[src/rtl/shift_sequencer.sv]
// Multi-cycle logarithmic shifter: one shared 2:1 stage bank is stepped through
// L passes, one bit of the shift amount per cycle, with valid/ready on both sides.
module shift_sequencer #(
  parameter int N = 32,
  parameter int L = $clog2(N)
) (
  input  logic         clk,
  input  logic         rst,
  input  logic         in_valid,
  output logic         in_ready,
  input  logic [N-1:0] in_data,
  input  logic [L-1:0] in_amt,
  input  logic [1:0]   in_op,
  output logic         out_valid,
  input  logic         out_ready,
  output logic [N-1:0] out_data,
  output logic         busy
);

  typedef enum logic [1:0] {
    ST_IDLE  = 2'b00,
    ST_SHIFT = 2'b01,
    ST_DONE  = 2'b10
  } state_t;

  localparam logic [1:0] OP_SLL = 2'b00;
  localparam logic [1:0] OP_SRL = 2'b01;
  localparam logic [1:0] OP_SRA = 2'b10;
  localparam logic [1:0] OP_ROL = 2'b11;

  localparam int unsigned LAST_STAGE = L - 1;
  localparam logic [L:0]  ONE_W      = {{L{1'b0}}, 1'b1};
  localparam logic [L:0]  N_W        = (L+1)'(N);

  state_t       r_state;
  logic [N-1:0] r_work;
  logic [L-1:0] r_amt;
  logic [1:0]   r_op;
  logic [L-1:0] r_stage;
  logic         r_in_ready;
  logic         r_out_valid;
  logic         r_busy;

  logic [L:0]   w_step;
  logic [L-1:0] w_amt_sh;
  logic         w_amt_bit;
  logic [N-1:0] w_next_work;

  // One mux stage: shift by s with the fill rule of the selected op.
  // SRA may use the current MSB because every earlier stage preserved it.
  function automatic logic [N-1:0] apply_stage(input logic [N-1:0] data,
                                               input logic [1:0]   op,
                                               input logic [L:0]   s);
    logic [L:0] back;
    back = N_W - s;
    case (op)
      OP_SLL:  return data << s;
      OP_SRL:  return data >> s;
      OP_SRA:  return $signed(data) >>> s;
      OP_ROL:  return (data << s) | (data >> back);
      default: return data;
    endcase
  endfunction

  // Stage bank: pass through unless the amount bit of the current stage is set.
  always_comb begin
    w_step      = ONE_W << r_stage;
    w_amt_sh    = r_amt >> r_stage;
    w_amt_bit   = w_amt_sh[0];
    w_next_work = r_work;
    if (w_amt_bit) begin
      w_next_work = apply_stage(r_work, r_op, w_step);
    end else begin
      w_next_work = r_work;
    end
  end

  // Sequencer FSM with registered handshake and status outputs.
  always_ff @(posedge clk) begin
    if (rst) begin
      r_state     <= ST_IDLE;
      r_work      <= {N{1'b0}};
      r_amt       <= {L{1'b0}};
      r_op        <= 2'b00;
      r_stage     <= {L{1'b0}};
      r_in_ready  <= 1'b1;
      r_out_valid <= 1'b0;
      r_busy      <= 1'b0;
    end else begin
      case (r_state)
        ST_IDLE: begin
          if (in_valid && r_in_ready) begin
            r_work     <= in_data;
            r_amt      <= in_amt;
            r_op       <= in_op;
            r_stage    <= {L{1'b0}};
            r_in_ready <= 1'b0;
            r_busy     <= 1'b1;
            r_state    <= ST_SHIFT;
          end
        end
        ST_SHIFT: begin
          r_work <= w_next_work;
          if (r_stage == LAST_STAGE[L-1:0]) begin
            r_out_valid <= 1'b1;
            r_state     <= ST_DONE;
          end else begin
            r_stage <= r_stage + {{(L-1){1'b0}}, 1'b1};
          end
        end
        ST_DONE: begin
          // No bypass: a new request can only be taken from IDLE next cycle.
          if (out_ready) begin
            r_out_valid <= 1'b0;
            r_busy      <= 1'b0;
            r_in_ready  <= 1'b1;
            r_state     <= ST_IDLE;
          end
        end
        default: begin
          r_state     <= ST_IDLE;
          r_in_ready  <= 1'b1;
          r_out_valid <= 1'b0;
          r_busy      <= 1'b0;
        end
      endcase
    end
  end

  assign in_ready  = r_in_ready;
  assign out_valid = r_out_valid;
  assign busy      = r_busy;
  assign out_data  = r_work;

endmodule

[config.mk]
export PLATFORM = sky130hd
export DESIGN_NAME = shift_sequencer
export DESIGN_NICKNAME = d
export VERILOG_FILES = /design/src/rtl/shift_sequencer.sv
export SDC_FILE = /design/constraint.sdc
export NUM_CORES = 1
export LEC_CHECK = 0
export ABC_AREA = 1
export BUFFER_PORTS_ARGS = -buffer_cell sky130_fd_sc_hd__buf_2
export CAP_MARGIN = 0
export CORE_ASPECT_RATIO = 0.6
export CORE_MARGIN = 5
export CORE_UTILIZATION = 45
export DETAILED_ROUTE_END_ITERATION = 6
export SYNTH_ARGS = -nofsm -noshare
export SYNTH_HDL_FRONTEND = slang
export SYNTH_SLANG_ARGS = --single-unit
[constraint.sdc]
create_clock -name clk -period 5.6 [get_ports clk]
set_input_delay 1.12 -clock clk [delete_from_list [all_inputs] [get_ports clk]]
set_output_delay 1.12 -clock clk [all_outputs]
set_load 0.01 [all_outputs]
### Word level (Yosys, flattened, before mapping)

Index checks and enable logic that the tools add are counted.

* bits in read-only memories: 0
* memory bits (writable): 0
* word-level logic and storage cells: 59
* register bits: 49
* bits of input ports: 43
* memories kept: 0
* latch bits: 0

* reduce and logical (&&, ||, !) cells: 10
* multiply operators: 0
* $lt $le $gt $ge: 0
* add/subtract/negate cells: 2
* divide/modulo/power cells: 0
* bitwise logic cells: 3
* shifts and indexed selects: 6
* eq/ne operators: 11
* mux-type cells: 19

Operators by type and width (count)
* $pmux 32 s4: 1
* $mux 32: 2
* $pmux 32 s2: 1
* $shr 32x6->32: 2
* $or 32x32->32: 1
* $shl 32x6->32: 1
* $sshr 32x6->32: 1
* $reduce_and 3->1: 5
* $mux 5: 2
* $ne 2x2->1 const B: 5
* $pmux 5 s2: 1
* $pmux 1 s3: 3
* $eq 2x2->1 const B: 3
* $mux 2: 3
* $pmux 2 s3: 1
* $shl 1x5->6 const A: 1
* $sub 6x6->6 const A: 1
* $add 5x1->5 const B: 1
* $eq 5x3->1 const B: 1
* $mux 1: 5
* $shr 5x5->1: 1
* $eq 2x1->1 const B: 2
* $logic_not 2->1: 2
* $not 1->1: 2
* 3 further kinds: 3

### Logic depth before layout (Yosys ltp)

* word-level depth: 7
* gate-level depth with buffers: 18
* depth with buffers taken out: 16

### Worst setup path before layout

OpenSTA, ideal clock, no wires.

* path kind: input -> register
* start: input port in_valid
* end: register r_stage[4]
* path buffers: 0
* path slack: 3.323 ns
* required time: 5.520 ns
* library setup time: 0.080 ns
* arrival: 2.198 ns
* stages: 13
* cell sequence: nand2_1 nand2_1 nand3_1 inv_1 nand2_1 inv_1 nor2_1 inv_1 nand2_1 nor2_1 nand2_1 nand2_1 nor3b_1

* longest elaborated chain between the ends: 3

RTL lines
* start: declaration: line 9 `input logic in_valid,`
* $logic_and 1x1->1: line 92 `if (in_valid && r_in_ready) begin`
* $ne 2x2->1 (no line)
* $reduce_and 3->1 (no line)
* end signal: assignment: line 85 `r_stage <= {L{1'b0}};`
* end signal: assignment: line 96 `r_stage <= {L{1'b0}};`
* end signal: assignment: line 108 `r_stage <= r_stage + {{(L-1){1'b0}}, 1'b1};`
* end: declaration: line 39 `logic [L-1:0] r_stage;`

No other way between the ends.
A chain may end at the register's enable or synchronous reset.

### Worst setup path in the final report

* start: register r_stage[0]
* end: register r_work[4] (netlist: out_data[4])

* longest elaborated chain between the ends: 7

RTL lines
* $shl 1x5->6: line 67 `w_step = ONE_W << r_stage;`
* $sub 6x6->6: line 55 `back = N_W - s;`
* $shr 32x6->32: line 60 `OP_ROL: return (data << s) | (data >> back);`
* $or 32x32->32: line 60
* $pmux 32 s4: line 56 `case (op)`
* $mux 32: line 71 `if (w_amt_bit) begin`
* $pmux 32 s2: line 90 `case (r_state)`
* end signal: assignment: line 82 `r_work <= {N{1'b0}};`
* end signal: assignment: line 93 `r_work <= in_data;`
* end signal: assignment: line 103 `r_work <= w_next_work;`
* end: declaration: line 36 `logic [N-1:0] r_work;`

Several ways; a longest one is shown, not always the timed one. The select of a mux whose other input is x is not followed.

==> summary.md <==
| Metric | Value |
|---|---|
| Outcome | `complete, no violations` |
| Number of detailed-routing iterations run before antenna repair | `7` |
| Leading cell type in the layout, fill and taps excluded | `sky130_fd_sc_hd__nand2_1` |
| Max-slew violation count | `0` |
| Clk Tree Root Cell | `sky130_fd_sc_hd__clkbuf_16` |
| Final antenna diode count | `0` |
| Gates resized, CTS repair | `0` |
| Mapped Avg Cell Area | `5.23 um^2` |
| Row Count | `35` |
| Startpoint kind of the worst setup timing path | `register` |
| Routability Congestion | `1.10` |
| Remaining global-route overflow | `0` |
| Number of antenna violations at the first check in global routing | `1` |
| Psw | `0.00242 W` |
| Synthesized net count | `1376` |
| Net count of the finished layout | `1387` |
| # Max-Cap Violations | `0` |
| Clock tree from TritonCTS | `built` |
| Power per cell area | `514 mW/mm^2` |
| Cell at the slowest stage of the critical path | `sky130_fd_sc_hd__nand2_1` |
| Die W | `171 um` |
| Worst setup timing slack at the placement stage | `1.66 ns` |
| Final instance area | `0.00741 mm^2` |
| Commonest cells after routing, fill and taps aside | `440 x sky130_fd_sc_hd__nand2_1, 302 x sky130_fd_sc_hd__nand3_1, 123 x sky130_fd_sc_hd__a21oi_1` |
| Initial standard-cell utilization of the core | `45.6%` |
| Maximum frequency from static timing analysis | `0.238 GHz` |
| Detail-routed net length per standard cell | `23.7 um` |
| Transition time at the pin with the least slew margin | `1.27 ns` |
| Overall routing resource usage | `39.5%` |
| Crit Path Class | `reg -> reg` |
| RSZ-0062 raised after global routing | `no` |
| Count of endpoints failing hold in the final timing report | `0` |
| CTS clk-pin slew, worst paths | `0.09 ns` |
| Post-route ant nets | `0` |
| Part of the total power dissipated in sequential elements | `14.5%` |
| DRC viols | `0` |
| CP arrival | `4.44 ns` |
| H-tree Lvls | `2` |
| Vias in the first global route | `8626` |
| Worst path required time | `5.84 ns` |
| Clock power frac | `9.3%` |
| Number of setup buffers added after CTS | `0` |
| Smallest setup slack after layout | `1.39 ns` |
| Switching Fraction | `63.5%` |
| DRT iter0 DRCs | `1918` |
| Count of mapped cells out of synthesis | `1331` |
| Post-route minimum period | `4.21 ns` |
| Proportion of power drawn by combinational gates | `76.1%` |
| Maximum clock insertion buffer count | `2` |
| Placed Area | `0.00726 mm^2` |
| Clock latency on the worst-skew pair | `0.31 ns` |
| Cell-internal power | `0.00139 W` |
| Total power draw | `0.00381 W` |
| Number of distinct standard cells referenced by the synthesized netlist | `44` |
| Routed wire length | `36600 um` |
| Max stage delay on crit path | `0.70 ns` |
| Port-buffer cells | `77` |
| Maximum fanout along the worst path | `60` |
| Leakage power of the design | `3.73 nW` |
| Routed via count | `9904` |
| Post-detailed-placement half-perimeter wirelength | `27100 um` |
| Cts hold-fix bufs | `0` |
| Largest net degree at the start of global routing | `61` |
| Post-synthesis cell area | `0.00696 mm^2` |
| Portion of the post-synthesis area used by sequential elements | `14.1%` |
| Final setup violation count | `0` |
| Min-Delay Path Class | `reg -> reg` |
| Final setup TNS | `0 ns` |
| Placeable core region | `0.0153 mm^2` |
| Die area | `0.0181 mm^2` |
| Global-route wire length before repair | `54700 um` |
| Flop and latch count out of synthesis | `49` |
| Die height | `106 um` |
| Share of post-route cells with drive strength above 1 | `10.8%` |
| Fin Clk Skew | `0.0109 ns` |
| Layout overhead on the synthesized area | `6.43%` |
| Top-level I/O count | `78` |
| Endpoint type of the worst setup path | `register` |
| Post-detailed-route via-to-cell ratio | `6.41` |
| Share of the clock period used by the worst path | `75.1%` |
| Worst vdd ir | `0.219 mV` |
| CP Cell Sequence | `inv_2, nor2_4, nand3_4, buf_4, nand2_1, inv_1, o21ai_1, nand2_1, nand3_1, nand3_1, nand2_1, nand2_1, nand2_1, nand2_1, a21oi_1` |
| Number of warning messages in the yosys log | `0` |
| Worst relative slew slack | `15.0%` |
| Final hold slack | `0.472 ns` |
| Number of buffers added by the clock tree synthesis step | `5` |
| Total number of clock tree sinks | `49` |
| Most Frequent Cell on Critical Path | `sky130_fd_sc_hd__nand2_1` |
synth_stat cells, drive strengths merged:
cell type	n	area share, %
a211oi	1	0.11
a21boi	1	0.11
a21oi	124	9.1
a22o	1	0.13
a22oi	1	0.11
a31oi	4	0.36
buf	58	4.8
clkbuf	24	1.3
clkinv	3	0.18
dfxtp	49	14
ha	2	0.36
inv	101	5.5
nand2	448	25
nand3	307	23
nand3b	4	0.43
nand4	20	1.8
nor2	70	5.7
nor3	6	0.43
nor3b	1	0.11
o211ai	7	0.75
o21a	1	0.11
o21ai	92	6.7
o221ai	1	0.13
o22ai	1	0.090
o31ai	1	0.11
or2	3	0.27
cell type report:
class | count | area, um^2
Fill cell | 1768 | 7870
Clock inverter | 3 | 28.8
Sequential cell | 49 | 981
Multi-Input combinational cell | 1096 | 5180
Timing Repair Buffer | 86 | 453
Tap cell | 203 | 254
Clock buffer | 5 | 125
Inverter | 104 | 394
metal layers:
metal  vias up  global-route usage [%]  routed length [um]  share of wire [%]
met5         -                       0                   8              0.022
met4         2                    10.3                1310                3.6
met3       124                    18.9                6880                 19
met2       886                    49.1               12900                 35
met1      4408                    58.8               15500                 42
li1       4484                       -                   -                  -
registers in the layout, indices dropped and copies added (netlist names):
name	flops
out_data	32
r_amt	5
r_stage	5
r_op	2
r_state	2
busy	1
in_ready	1
out_valid	1
power groups by stage:
stage          clock (W)  combinational, W  sequential, W
2_1_floorplan          0           0.00189       0.000541
3_3_place_gp           0           0.00274       0.000554
3_5_place_dp           0           0.00272       0.000555
4_1_cts         0.000357           0.00273       0.000547
5_1_grt         0.000366           0.00311       0.000561
6_report        0.000356           0.00290       0.000554
metrics by stage:
stage | cells | util, %
6_report | 1546 | 48.5
5_1_grt | 1546 | 48.5
4_1_cts | 1546 | 48.5
3_5_place_dp | 1538 | 47.5
3_3_place_gp | 1538 | 47.5
2_1_floorplan | 1331 | -
critical path: cells and delay by family (launching register included):
kind            cells  cell delay [ns]
compound gates      2             0.61
buf+inv             3             1.15
flops               1             0.69
simple gates       10             1.64
cells by family after synthesis:
group,Yosys count,share of synthesized area (%)
and+or+nand+nor,859,56.1
AOI/OAI and AO/OA,235,17.7
buffers and inverters,186,11.7
adders and majority gates,2,0.359
DFF,49,14.1
final timing paths:
check	slack [ns]	depth (start not counted)	endpoint	from
setup / recovery	1.39	15	out_data[4]	r_stage[0]
setup reg to reg	1.39	15	out_data[4]	r_stage[0]
hold / removal	0.47	2	r_amt[4]	r_amt[4]
hold reg to reg	0.47	2	r_amt[4]	r_amt[4]
(Power assumes the default switching activity.)
